File: src/rtl/hazard_pkg.sv
// hazard_pkg -- shared types for the hazard controller.
//   state_e  : control FSM states (ST_MDWAIT only when HAZARD_MULDIV_EN is defined)
//   FWD_*    : E-operand forwarding selects
//   CNT_W    : stall/kill counter width (holds values up to 3)
//   sat_dec  : decrement that sticks at zero
package hazard_pkg;

  localparam logic [1:0] FWD_RF = 2'b00;
  localparam logic [1:0] FWD_M  = 2'b01;
  localparam logic [1:0] FWD_W  = 2'b10;

  localparam int CNT_W = $clog2(4);

  typedef enum logic [1:0] {
    ST_RUN    = 2'd0,
    ST_LSTALL = 2'd1,
    ST_FLUSH  = 2'd2
`ifdef HAZARD_MULDIV_EN
    , ST_MDWAIT = 2'd3
`endif
  } state_e;

  function automatic logic [CNT_W-1:0] sat_dec(input logic [CNT_W-1:0] v);
    return (v == '0) ? '0 : v - 1'b1;
  endfunction

endpackage

File: src/rtl/hazard_ctrl_if.sv
// hazard_ctrl_if -- pipeline <-> hazard controller bundle.
//   D stage : rs1_d, rs2_d, re1_d, re2_d
//   E stage : rs1_e, rs2_e, rd_e, we_e, is_load_e, redirect_e, md_start_e
//   M/W     : rd_m, we_m, rd_w, we_w; md_done from the multi-cycle unit
//   Outputs : stall_f, stall_d, bubble_e, kill_f, kill_d, fwd_a_sel, fwd_b_sel
// master = pipeline side, slave = hazard_ctrl.
interface hazard_ctrl_if #(parameter int ADDR_W = 5);
  logic [ADDR_W-1:0] rs1_d, rs2_d, rs1_e, rs2_e, rd_e, rd_m, rd_w;
  logic              re1_d, re2_d, we_e, we_m, we_w;
  logic              is_load_e, redirect_e, md_start_e, md_done;
  logic              stall_f, stall_d, bubble_e, kill_f, kill_d;
  logic [1:0]        fwd_a_sel, fwd_b_sel;

  modport master (
    output rs1_d, rs2_d, rs1_e, rs2_e, rd_e, rd_m, rd_w,
           re1_d, re2_d, we_e, we_m, we_w,
           is_load_e, redirect_e, md_start_e, md_done,
    input  stall_f, stall_d, bubble_e, kill_f, kill_d, fwd_a_sel, fwd_b_sel
  );

  modport slave (
    input  rs1_d, rs2_d, rs1_e, rs2_e, rd_e, rd_m, rd_w,
           re1_d, re2_d, we_e, we_m, we_w,
           is_load_e, redirect_e, md_start_e, md_done,
    output stall_f, stall_d, bubble_e, kill_f, kill_d, fwd_a_sel, fwd_b_sel
  );
endinterface

File: src/rtl/hazard_fwd_sel.sv
// hazard_fwd_sel -- forwarding select for one E operand (combinational).
//   rs          : operand source index in E
//   rd_m, we_m  : M-stage destination / write enable
//   rd_w, we_w  : W-stage destination / write enable
//   sel         : FWD_M beats FWD_W beats FWD_RF; index 0 never forwards
module hazard_fwd_sel
  import hazard_pkg::*;
#(
  parameter int ADDR_W = 5
) (
  input  logic [ADDR_W-1:0] rs,
  input  logic [ADDR_W-1:0] rd_m,
  input  logic              we_m,
  input  logic [ADDR_W-1:0] rd_w,
  input  logic              we_w,
  output logic [1:0]        sel
);
  always_comb begin
    sel = FWD_RF;
    if (we_m && rd_m == rs && rd_m != '0)      sel = FWD_M;
    else if (we_w && rd_w == rs && rd_w != '0) sel = FWD_W;
  end
endmodule

File: src/rtl/hazard_ctrl.sv
// hazard_ctrl -- pipeline hazard controller: forwarding, load-use stall,
// redirect kill and (optionally) multi-cycle unit wait.
//   clk  : clock, rising edge
//   rst  : synchronous active-high reset
//   bus  : hazard_ctrl_if.slave (pipeline indices/enables in, stall/kill/fwd out)
// Config macro: HAZARD_MULDIV_EN enables the MDWAIT state driven by
// md_start_e / md_done; without it those inputs are ignored.
// Control outputs are combinational from state and current inputs so a hazard
// stalls in the cycle it is seen; rst gates every output low.
module hazard_ctrl
  import hazard_pkg::*;
#(
  parameter int ADDR_W         = 5,
  parameter int KILL_DEPTH     = 2,
  parameter int LOAD_STALL_CYC = 1
) (
  input  logic            clk,
  input  logic            rst,
  hazard_ctrl_if.slave    bus
);

  localparam logic [CNT_W-1:0] KILL_LD  = CNT_W'(KILL_DEPTH - 1);
  localparam logic [CNT_W-1:0] STALL_LD = CNT_W'(LOAD_STALL_CYC - 1);

  state_e           state_q, state_d;
  logic [CNT_W-1:0] cnt_q, cnt_d;
  logic             load_use;
  logic             stall, kill;
  logic [1:0]       sel_a, sel_b;

  hazard_fwd_sel #(.ADDR_W(ADDR_W)) u_fwd_a (
    .rs(bus.rs1_e), .rd_m(bus.rd_m), .we_m(bus.we_m),
    .rd_w(bus.rd_w), .we_w(bus.we_w), .sel(sel_a)
  );

  hazard_fwd_sel #(.ADDR_W(ADDR_W)) u_fwd_b (
    .rs(bus.rs2_e), .rd_m(bus.rd_m), .we_m(bus.we_m),
    .rd_w(bus.rd_w), .we_w(bus.we_w), .sel(sel_b)
  );

  assign load_use = bus.is_load_e && bus.we_e && bus.rd_e != '0 &&
                    ((bus.re1_d && bus.rs1_d == bus.rd_e) ||
                     (bus.re2_d && bus.rs2_d == bus.rd_e));

`ifndef HAZARD_MULDIV_EN
  logic unused_md;
  assign unused_md = bus.md_start_e | bus.md_done;
`endif

  always_comb begin
    state_d = state_q;
    cnt_d   = cnt_q;
    stall   = 1'b0;
    kill    = 1'b0;
    if (bus.redirect_e) begin
      // Redirect wins over everything except reset; any stall in flight is dropped.
      kill = 1'b1;
      if (KILL_DEPTH > 1) begin
        state_d = ST_FLUSH;
        cnt_d   = KILL_LD;
      end else begin
        state_d = ST_RUN;
        cnt_d   = '0;
      end
    end else begin
      case (state_q)
        ST_FLUSH: begin
          // D is being squashed, so a load-use hazard here is ignored.
          kill  = 1'b1;
          cnt_d = sat_dec(cnt_q);
          if (cnt_d == '0) state_d = ST_RUN;
        end
        ST_LSTALL: begin
          stall = 1'b1;
          cnt_d = sat_dec(cnt_q);
          if (cnt_d == '0) state_d = ST_RUN;
        end
`ifdef HAZARD_MULDIV_EN
        ST_MDWAIT: begin
          stall = 1'b1;
          if (bus.md_done) state_d = ST_RUN;
        end
`endif
        default: begin
          state_d = ST_RUN;
          cnt_d   = '0;
`ifdef HAZARD_MULDIV_EN
          if (bus.md_start_e) begin
            stall   = 1'b1;
            state_d = ST_MDWAIT;
          end else
`endif
          if (load_use) begin
            stall = 1'b1;
            if (LOAD_STALL_CYC > 1) begin
              state_d = ST_LSTALL;
              cnt_d   = STALL_LD;
            end
          end
        end
      endcase
    end
  end

  always_ff @(posedge clk) begin
    if (rst) begin
      state_q <= ST_RUN;
      cnt_q   <= '0;
    end else begin
      state_q <= state_d;
      cnt_q   <= cnt_d;
    end
  end

  assign bus.stall_f   = stall && !rst;
  assign bus.stall_d   = stall && !rst;
  assign bus.bubble_e  = stall && !rst;
  assign bus.kill_f    = kill && !rst;
  assign bus.kill_d    = kill && !rst;
  assign bus.fwd_a_sel = rst ? FWD_RF : sel_a;
  assign bus.fwd_b_sel = rst ? FWD_RF : sel_b;

endmodule

File: src/flat_wrapper.sv
// flat-port wrapper written by rule: the top's interface ports become plain ports
module hazard_ctrl_flat import hazard_pkg::*;
#(
  parameter int ADDR_W         = 5,
  parameter int KILL_DEPTH     = 2,
  parameter int LOAD_STALL_CYC = 1
)
  (clk, rst, bus_rs1_d, bus_rs2_d, bus_rs1_e, bus_rs2_e, bus_rd_e, bus_rd_m, bus_rd_w, bus_re1_d, bus_re2_d, bus_we_e, bus_we_m, bus_we_w, bus_is_load_e, bus_redirect_e, bus_md_start_e, bus_md_done, bus_stall_f, bus_stall_d, bus_bubble_e, bus_kill_f, bus_kill_d, bus_fwd_a_sel, bus_fwd_b_sel);
  hazard_ctrl_if #(.ADDR_W(ADDR_W)) bus_i ();
  input  logic clk;
  input  logic rst;
  input wire logic [$bits(bus_i.rs1_d)-1:0] bus_rs1_d;
  input wire logic [$bits(bus_i.rs2_d)-1:0] bus_rs2_d;
  input wire logic [$bits(bus_i.rs1_e)-1:0] bus_rs1_e;
  input wire logic [$bits(bus_i.rs2_e)-1:0] bus_rs2_e;
  input wire logic [$bits(bus_i.rd_e)-1:0] bus_rd_e;
  input wire logic [$bits(bus_i.rd_m)-1:0] bus_rd_m;
  input wire logic [$bits(bus_i.rd_w)-1:0] bus_rd_w;
  input wire logic [$bits(bus_i.re1_d)-1:0] bus_re1_d;
  input wire logic [$bits(bus_i.re2_d)-1:0] bus_re2_d;
  input wire logic [$bits(bus_i.we_e)-1:0] bus_we_e;
  input wire logic [$bits(bus_i.we_m)-1:0] bus_we_m;
  input wire logic [$bits(bus_i.we_w)-1:0] bus_we_w;
  input wire logic [$bits(bus_i.is_load_e)-1:0] bus_is_load_e;
  input wire logic [$bits(bus_i.redirect_e)-1:0] bus_redirect_e;
  input wire logic [$bits(bus_i.md_start_e)-1:0] bus_md_start_e;
  input wire logic [$bits(bus_i.md_done)-1:0] bus_md_done;
  output wire logic [$bits(bus_i.stall_f)-1:0] bus_stall_f;
  output wire logic [$bits(bus_i.stall_d)-1:0] bus_stall_d;
  output wire logic [$bits(bus_i.bubble_e)-1:0] bus_bubble_e;
  output wire logic [$bits(bus_i.kill_f)-1:0] bus_kill_f;
  output wire logic [$bits(bus_i.kill_d)-1:0] bus_kill_d;
  output wire logic [$bits(bus_i.fwd_a_sel)-1:0] bus_fwd_a_sel;
  output wire logic [$bits(bus_i.fwd_b_sel)-1:0] bus_fwd_b_sel;
  assign bus_i.rs1_d = bus_rs1_d;
  assign bus_i.rs2_d = bus_rs2_d;
  assign bus_i.rs1_e = bus_rs1_e;
  assign bus_i.rs2_e = bus_rs2_e;
  assign bus_i.rd_e = bus_rd_e;
  assign bus_i.rd_m = bus_rd_m;
  assign bus_i.rd_w = bus_rd_w;
  assign bus_i.re1_d = bus_re1_d;
  assign bus_i.re2_d = bus_re2_d;
  assign bus_i.we_e = bus_we_e;
  assign bus_i.we_m = bus_we_m;
  assign bus_i.we_w = bus_we_w;
  assign bus_i.is_load_e = bus_is_load_e;
  assign bus_i.redirect_e = bus_redirect_e;
  assign bus_i.md_start_e = bus_md_start_e;
  assign bus_i.md_done = bus_md_done;
  assign bus_stall_f = bus_i.stall_f;
  assign bus_stall_d = bus_i.stall_d;
  assign bus_bubble_e = bus_i.bubble_e;
  assign bus_kill_f = bus_i.kill_f;
  assign bus_kill_d = bus_i.kill_d;
  assign bus_fwd_a_sel = bus_i.fwd_a_sel;
  assign bus_fwd_b_sel = bus_i.fwd_b_sel;
  hazard_ctrl #(.ADDR_W(ADDR_W), .KILL_DEPTH(KILL_DEPTH), .LOAD_STALL_CYC(LOAD_STALL_CYC)) u_core (.clk(clk), .rst(rst), .bus(bus_i));
endmodule
File: config.mk
export PLATFORM = sky130hd
export DESIGN_NAME = hazard_ctrl_flat
export DESIGN_NICKNAME = d
export VERILOG_FILES = /design/src/rtl/hazard_pkg.sv /design/src/rtl/hazard_ctrl_if.sv /design/src/rtl/hazard_fwd_sel.sv /design/src/rtl/hazard_ctrl.sv /design/src/flat_wrapper.sv
export SDC_FILE = /design/constraint.sdc
export NUM_CORES = 1
export LEC_CHECK = 0
export BUFFER_PORTS_ARGS = -buffer_cell sky130_fd_sc_hd__buf_2
export CAP_MARGIN = 20
export CORE_UTILIZATION = 35
export DETAILED_ROUTE_END_ITERATION = 12
export PLACE_DENSITY = 0.9
export REMOVE_ABC_BUFFERS = 1
export SLEW_MARGIN = 20
export SYNTH_ARGS = -nofsm -noshare
export SYNTH_HDL_FRONTEND = slang
export SYNTH_SLANG_ARGS = --single-unit
File: constraint.sdc
create_clock -name clk -period 1.6 [get_ports clk]
set_clock_uncertainty 0.05 [all_clocks]
set_input_delay 0.24 -clock clk [delete_from_list [all_inputs] [get_ports clk]]
set_output_delay 0.24 -clock clk [all_outputs]
set_load 0.03 [all_outputs]
[Word level (Yosys, flattened, before mapping)]
Index checks and enable logic that the tools add are counted.
Word-level totals
  bits in registers: 3
  bits of input ports: 46
  output and inout port bits: 9
  logic and storage cells: 52
Cells by class
  add/sub/neg operators: 1
  equal/unequal tests: 7
  muxes and demuxes: 17
  bitwise logic cells: 1
  reduce and logical (&&, ||, !) cells: 23
Operators with widths (number)
  5-bit == test: 6
  2-bit 2-to-1 mux: 10
  1-bit logical AND: 15
  5-bit nonzero test: 3
  1-bit 2-to-1 mux: 7
  2-bit logical NOT: 2
  3-bit by 1-bit != test with 1-bit output (second input constant): 1
  3-bit OR reduction: 1
  2-bit by 1-bit subtractor with 2-bit output (second input constant): 1
  1-bit logical NOT: 1
  1-bit logical OR: 1
  1-bit NOT: 1

[Depth between registers and ports, before layout]
  depth in word-level cells: 8
  mapped depth: 5

[Hierarchy]
Synthesis repeated with hierarchy kept, for this count alone.
Second synthesis, totals
  cell total of the unflattened synthesis: 78
  area total of the unflattened synthesis: 595.6 µm²
By module, submodules not included
  hazard_fwd_sel: instances 2, cells an instance 20, area each 151.4 µm²
  hazard_ctrl: instances 1, cells an instance 38, area each 292.8 µm²

[Least setup slack after synthesis]
Ideal clock, no wire load.
  kind: input to output
  from: input port bus_rd_m[3]
  to: output port bus_fwd_a_sel[1]
  data arrival time: 1.700 ns
  data required time: 1.310 ns
  setup slack: -0.390 ns
  cell stages on the path: 4
  path buffers: 0
  cell sequence: or4_1 -> o21ai_2 -> nor3_1 -> nor4_2
On the way
  word-level cells in the longest chain between the ends: 5
  elaborated cells on any way between the ends: 6
  those cells by class: eq/ne: 1; mux: 2; reduce/logical: 3
RTL lines
  start: declaration: line flat_wrapper.sv:17  | input wire logic [$bits(bus_i.rd_m)-1:0] bus_rd_m;
  5-bit == test: line hazard_fwd_sel.sv:20  | if (we_m && rd_m == rs && rd_m != '0) sel = FWD_M;
  1-bit logical AND: line hazard_fwd_sel.sv:20
  1-bit logical AND (*): line hazard_fwd_sel.sv:20
  2-bit 2-to-1 mux (*): line hazard_fwd_sel.sv:20
  2-bit 2-to-1 mux (*): line hazard_ctrl.sv:120  | assign bus.fwd_a_sel = rst ? FWD_RF : sel_a;
  end: declaration: line flat_wrapper.sv:33  | output wire logic [$bits(bus_i.fwd_a_sel)-1:0] bus_fwd_a_sel;
Mark *: on every way between the ends. The rest lies on a longest branch, timed or not.

[Worst setup path in the final report]
  from: input port bus_rd_m[1]
  to: output port bus_fwd_b_sel[1]
On the way
  word-level cells in the longest chain between the ends: 5
  elaborated cells on any way between the ends: 6
  those cells by class: eq/ne: 1; mux: 2; reduce/logical: 3
RTL lines
  5-bit == test: line hazard_fwd_sel.sv:20
  1-bit logical AND: line hazard_fwd_sel.sv:20
  1-bit logical AND (*): line hazard_fwd_sel.sv:20
  2-bit 2-to-1 mux (*): line hazard_fwd_sel.sv:20
  2-bit 2-to-1 mux (*): line hazard_ctrl.sv:121  | assign bus.fwd_b_sel = rst ? FWD_RF : sel_b;
  end: declaration: line flat_wrapper.sv:34  | output wire logic [$bits(bus_i.fwd_b_sel)-1:0] bus_fwd_b_sel;
Marked as above.

==> impl_metrics.json <==
{
  "vdd_drop_max_mv": 0.217,
  "cts_tree": "yes",
  "yosys.area.top_type_share": 0.286,
  "intPower_mw": 0.317,
  "yosysTopAreaCell": "xor2_1",
  "clock_latency_ps": 250,
  "cap_violations": 0,
  "instances_no_fill": 157,
  "p_seq_frac": 0.164,
  "dp_hpwl_um": 1570,
  "crit_fanout": 4,
  "n_fill_cell": 83,
  "slew_violations": 0,
  "synth_edf_count": 0,
  "syn_inst": 71,
  "wire_per_inst_um": 14.9,
  "power_mw": 0.491,
  "yosys-top-cells-count": "xor2_1 (18), xnor2_1 (12), nand3_1 (5), nor4_1 (5), or4_1 (5)",
  "postSynth.asyncResetShare": 0,
  "fin_nets": 189,
  "dp_slack_ps": -335,
  "violations": "negative setup slack",
  "required_ps": 1310,
  "maxSlewHeadroom": 0.820,
  "grt_remaining_overflow": 0,
  "areaGrowthSynthToFinish_pct": 108,
  "num_vias": 802,
  "finalWorstSetupSlack_ps": -252,
  "grt_max_degree": 8,
  "cts_root_buffer": "clkbuf_4",
  "slowest_delay_ps": 540,
  "end_kind": "output pin",
  "p_leak_nw": 0.523,
  "port_buffers": 52,
  "status": "finished with violations",
  "synth.cell_area_um2": 552,
  "synth_most_common_cell": "xor2_1",
  "dp.cells": 149,
  "detail_route.wirelength_um": 2350,
  "synth.area.top_cells": "xor2_1 (29%), xnor2_1 (19%), dfxtp_1 (11%)",
  "path_buf_inv": 2,
  "hold_class": "input pin to flop",
  "tightestPinTransition_ps": 269,
  "seq_area_frac_synth": 0.109,
  "final_util": 0.832,
  "clk_pin_slew_worst_paths_ps": 40,
  "startpoint_type": "input pin",
  "p_clk_frac": 0.290,
  "die_h_um": 41.7,
  "drcViolationCount": 0,
  "ant_nets": 0,
  "track_usage": 0.291,
  "grt_pass1_vias": 821,
  "htreeDepth": 1,
  "grt_pass1_wl_um": 3780,
  "switching_share": 0.355,
  "antenna_found_initial": 0,
  "synth.distinct_cells": 17,
  "fin_tns_setup_ps": -933,
  "die_x_um": 41.7,
  "cp_slowest_cell": "or4_4",
  "pwr-share-comb": 0.546,
  "min_period_over_period": 1.16,
  "cts-buffers-inserted": 3,
  "rows": 13,
  "place_congestion": 0.827,
  "clk_path_buf_depth": 2,
  "p_per_area_mw_per_mm2": 427,
  "fmax_ghz": 0.540,
  "path_class": "input pin to output pin",
  "path_cells": "buf_6 > or4_4 > o21ai_4 > nor3_2 > nor4_2 > buf_4",
  "hold_slack_ps": 190,
  "cp_top_family": "simple AND/OR/NAND/NOR gates",
  "drive_above_1_share": 0.627,
  "die_area_mm2": 0.00174,
  "fin_crit_ps": 1850,
  "dpl_cell_area_um2": 917,
  "synth_warnings": 0,
  "core_area_mm2": 0.00138,
  "finalSetupViolations": 7,
  "worst_ep_arrival_time_ps": 1560,
  "hold_viol": 0,
  "synthFlopType": "dfxtp_1",
  "firstDrtPassIters": 4,
  "clock_sinks": 3,
  "synth_seq_cells": 3,
  "rsz0062_at_grt": "true",
  "io-pin-count": 55,
  "avgViaCountPerCell": 5.11,
  "final_area_mm2": 0.00115,
  "drt-initial-drc-count": 12,
  "start_util": 0.399,
  "p_switching_mw": 0.174,
  "syn_area_per_cell_um2": 7.77,
  "cts.hold.buffers_added": 0,
  "diodes": 0
}
==> metal layers <==
layer / global-route usage / wire [µm] / up-vias
met5: 0 / 0 / -
met4: 0.129 / 51 / 0
met3: 0.0478 / 95 / 6
met2: 0.550 / 1310 / 30
met1: 0.310 / 887 / 377
li1: - / - / 389
==> cell type report <==
type / count / area (µm²) / area share
Tap cell: 15 / 18.8 / 0.0163
Clock buffer: 4 / 26.3 / 0.0229
Timing Repair Buffer: 71 / 507 / 0.441
Multi-Input combinational cell: 64 / 538 / 0.468
Sequential cell: 3 / 60.1 / 0.0522
==> worst reg2reg max path: cells and delay by family (launching register included) <==
kind / cells / cell delay [ps]
flops: 1 / 390
simple gates: 1 / 170
compound gates: 1 / 110
==> layout by cell type, fill, tap and decap left out, drive strengths merged <==
master / synthesis / final
nor2: 3 / 3
nand2: 3 / 3
buf: 3 / 71
a21oi: 2 / 2
nor3: 4 / 4
nor4: 7 / 7
xnor2: 12 / 12
or4: 5 / 5
nand3: 5 / 5
nor2b: 2 / 2
xor2: 18 / 18
clkbuf: 1 / 4
dfxtp: 3 / 3
o21ai: 3 / 3
==> final timing paths <==
kind | start | slack [ps] | depth (start not counted) | to
setup / recovery | bus_rd_m[1] | -250 | 6 | bus_fwd_b_sel[1]
hold / removal | bus_redirect_e | 190 | 2 | u_core.cnt_q[1]$_SDFF_PP0_
setup reg to reg | u_core.state_q[1]$_SDFFE_PP0P_ | 800 | 2 | u_core.cnt_q[0]$_SDFF_PP0_
hold reg to reg | u_core.cnt_q[0]$_SDFF_PP0_ | 420 | 2 | u_core.cnt_q[1]$_SDFF_PP0_
==> power by group through the flow <==
stage	registers [mW]	logic [mW]	clock network, mW
finish	0.0804	0.268	0.143
global route	0.0805	0.286	0.157
CTS	0.0802	0.240	0.136
detailed placement	0.0810	0.210	0
global placement	0.0809	0.202	0
floorplan	0.0807	0.0863	0
==> cell families (layout without fill, tap and decap cells) <==
logic type / count (synthesis) / in the layout / synth area share
xor gates and xnor gates: 30 / 30 / 0.476
and+or+nand+nor: 29 / 29 / 0.315
buffers and inverters: 4 / 75 / 0.0476
DFF: 3 / 3 / 0.109
AOI/OAI and AO/OA: 5 / 5 / 0.0521
==> what timing repair did <==
item	4_1_cts	5_1_grt
endpoints found under the setup margin	7	7
resized for setup	31	8
buffers inserted	2	3
pin swaps	15	7
==> state kept, by name (all words and copies together), names as in the netlist <==
signal	cells
u_core.cnt_q	2
u_core.state_q	1
(Power assumes the default switching activity.)
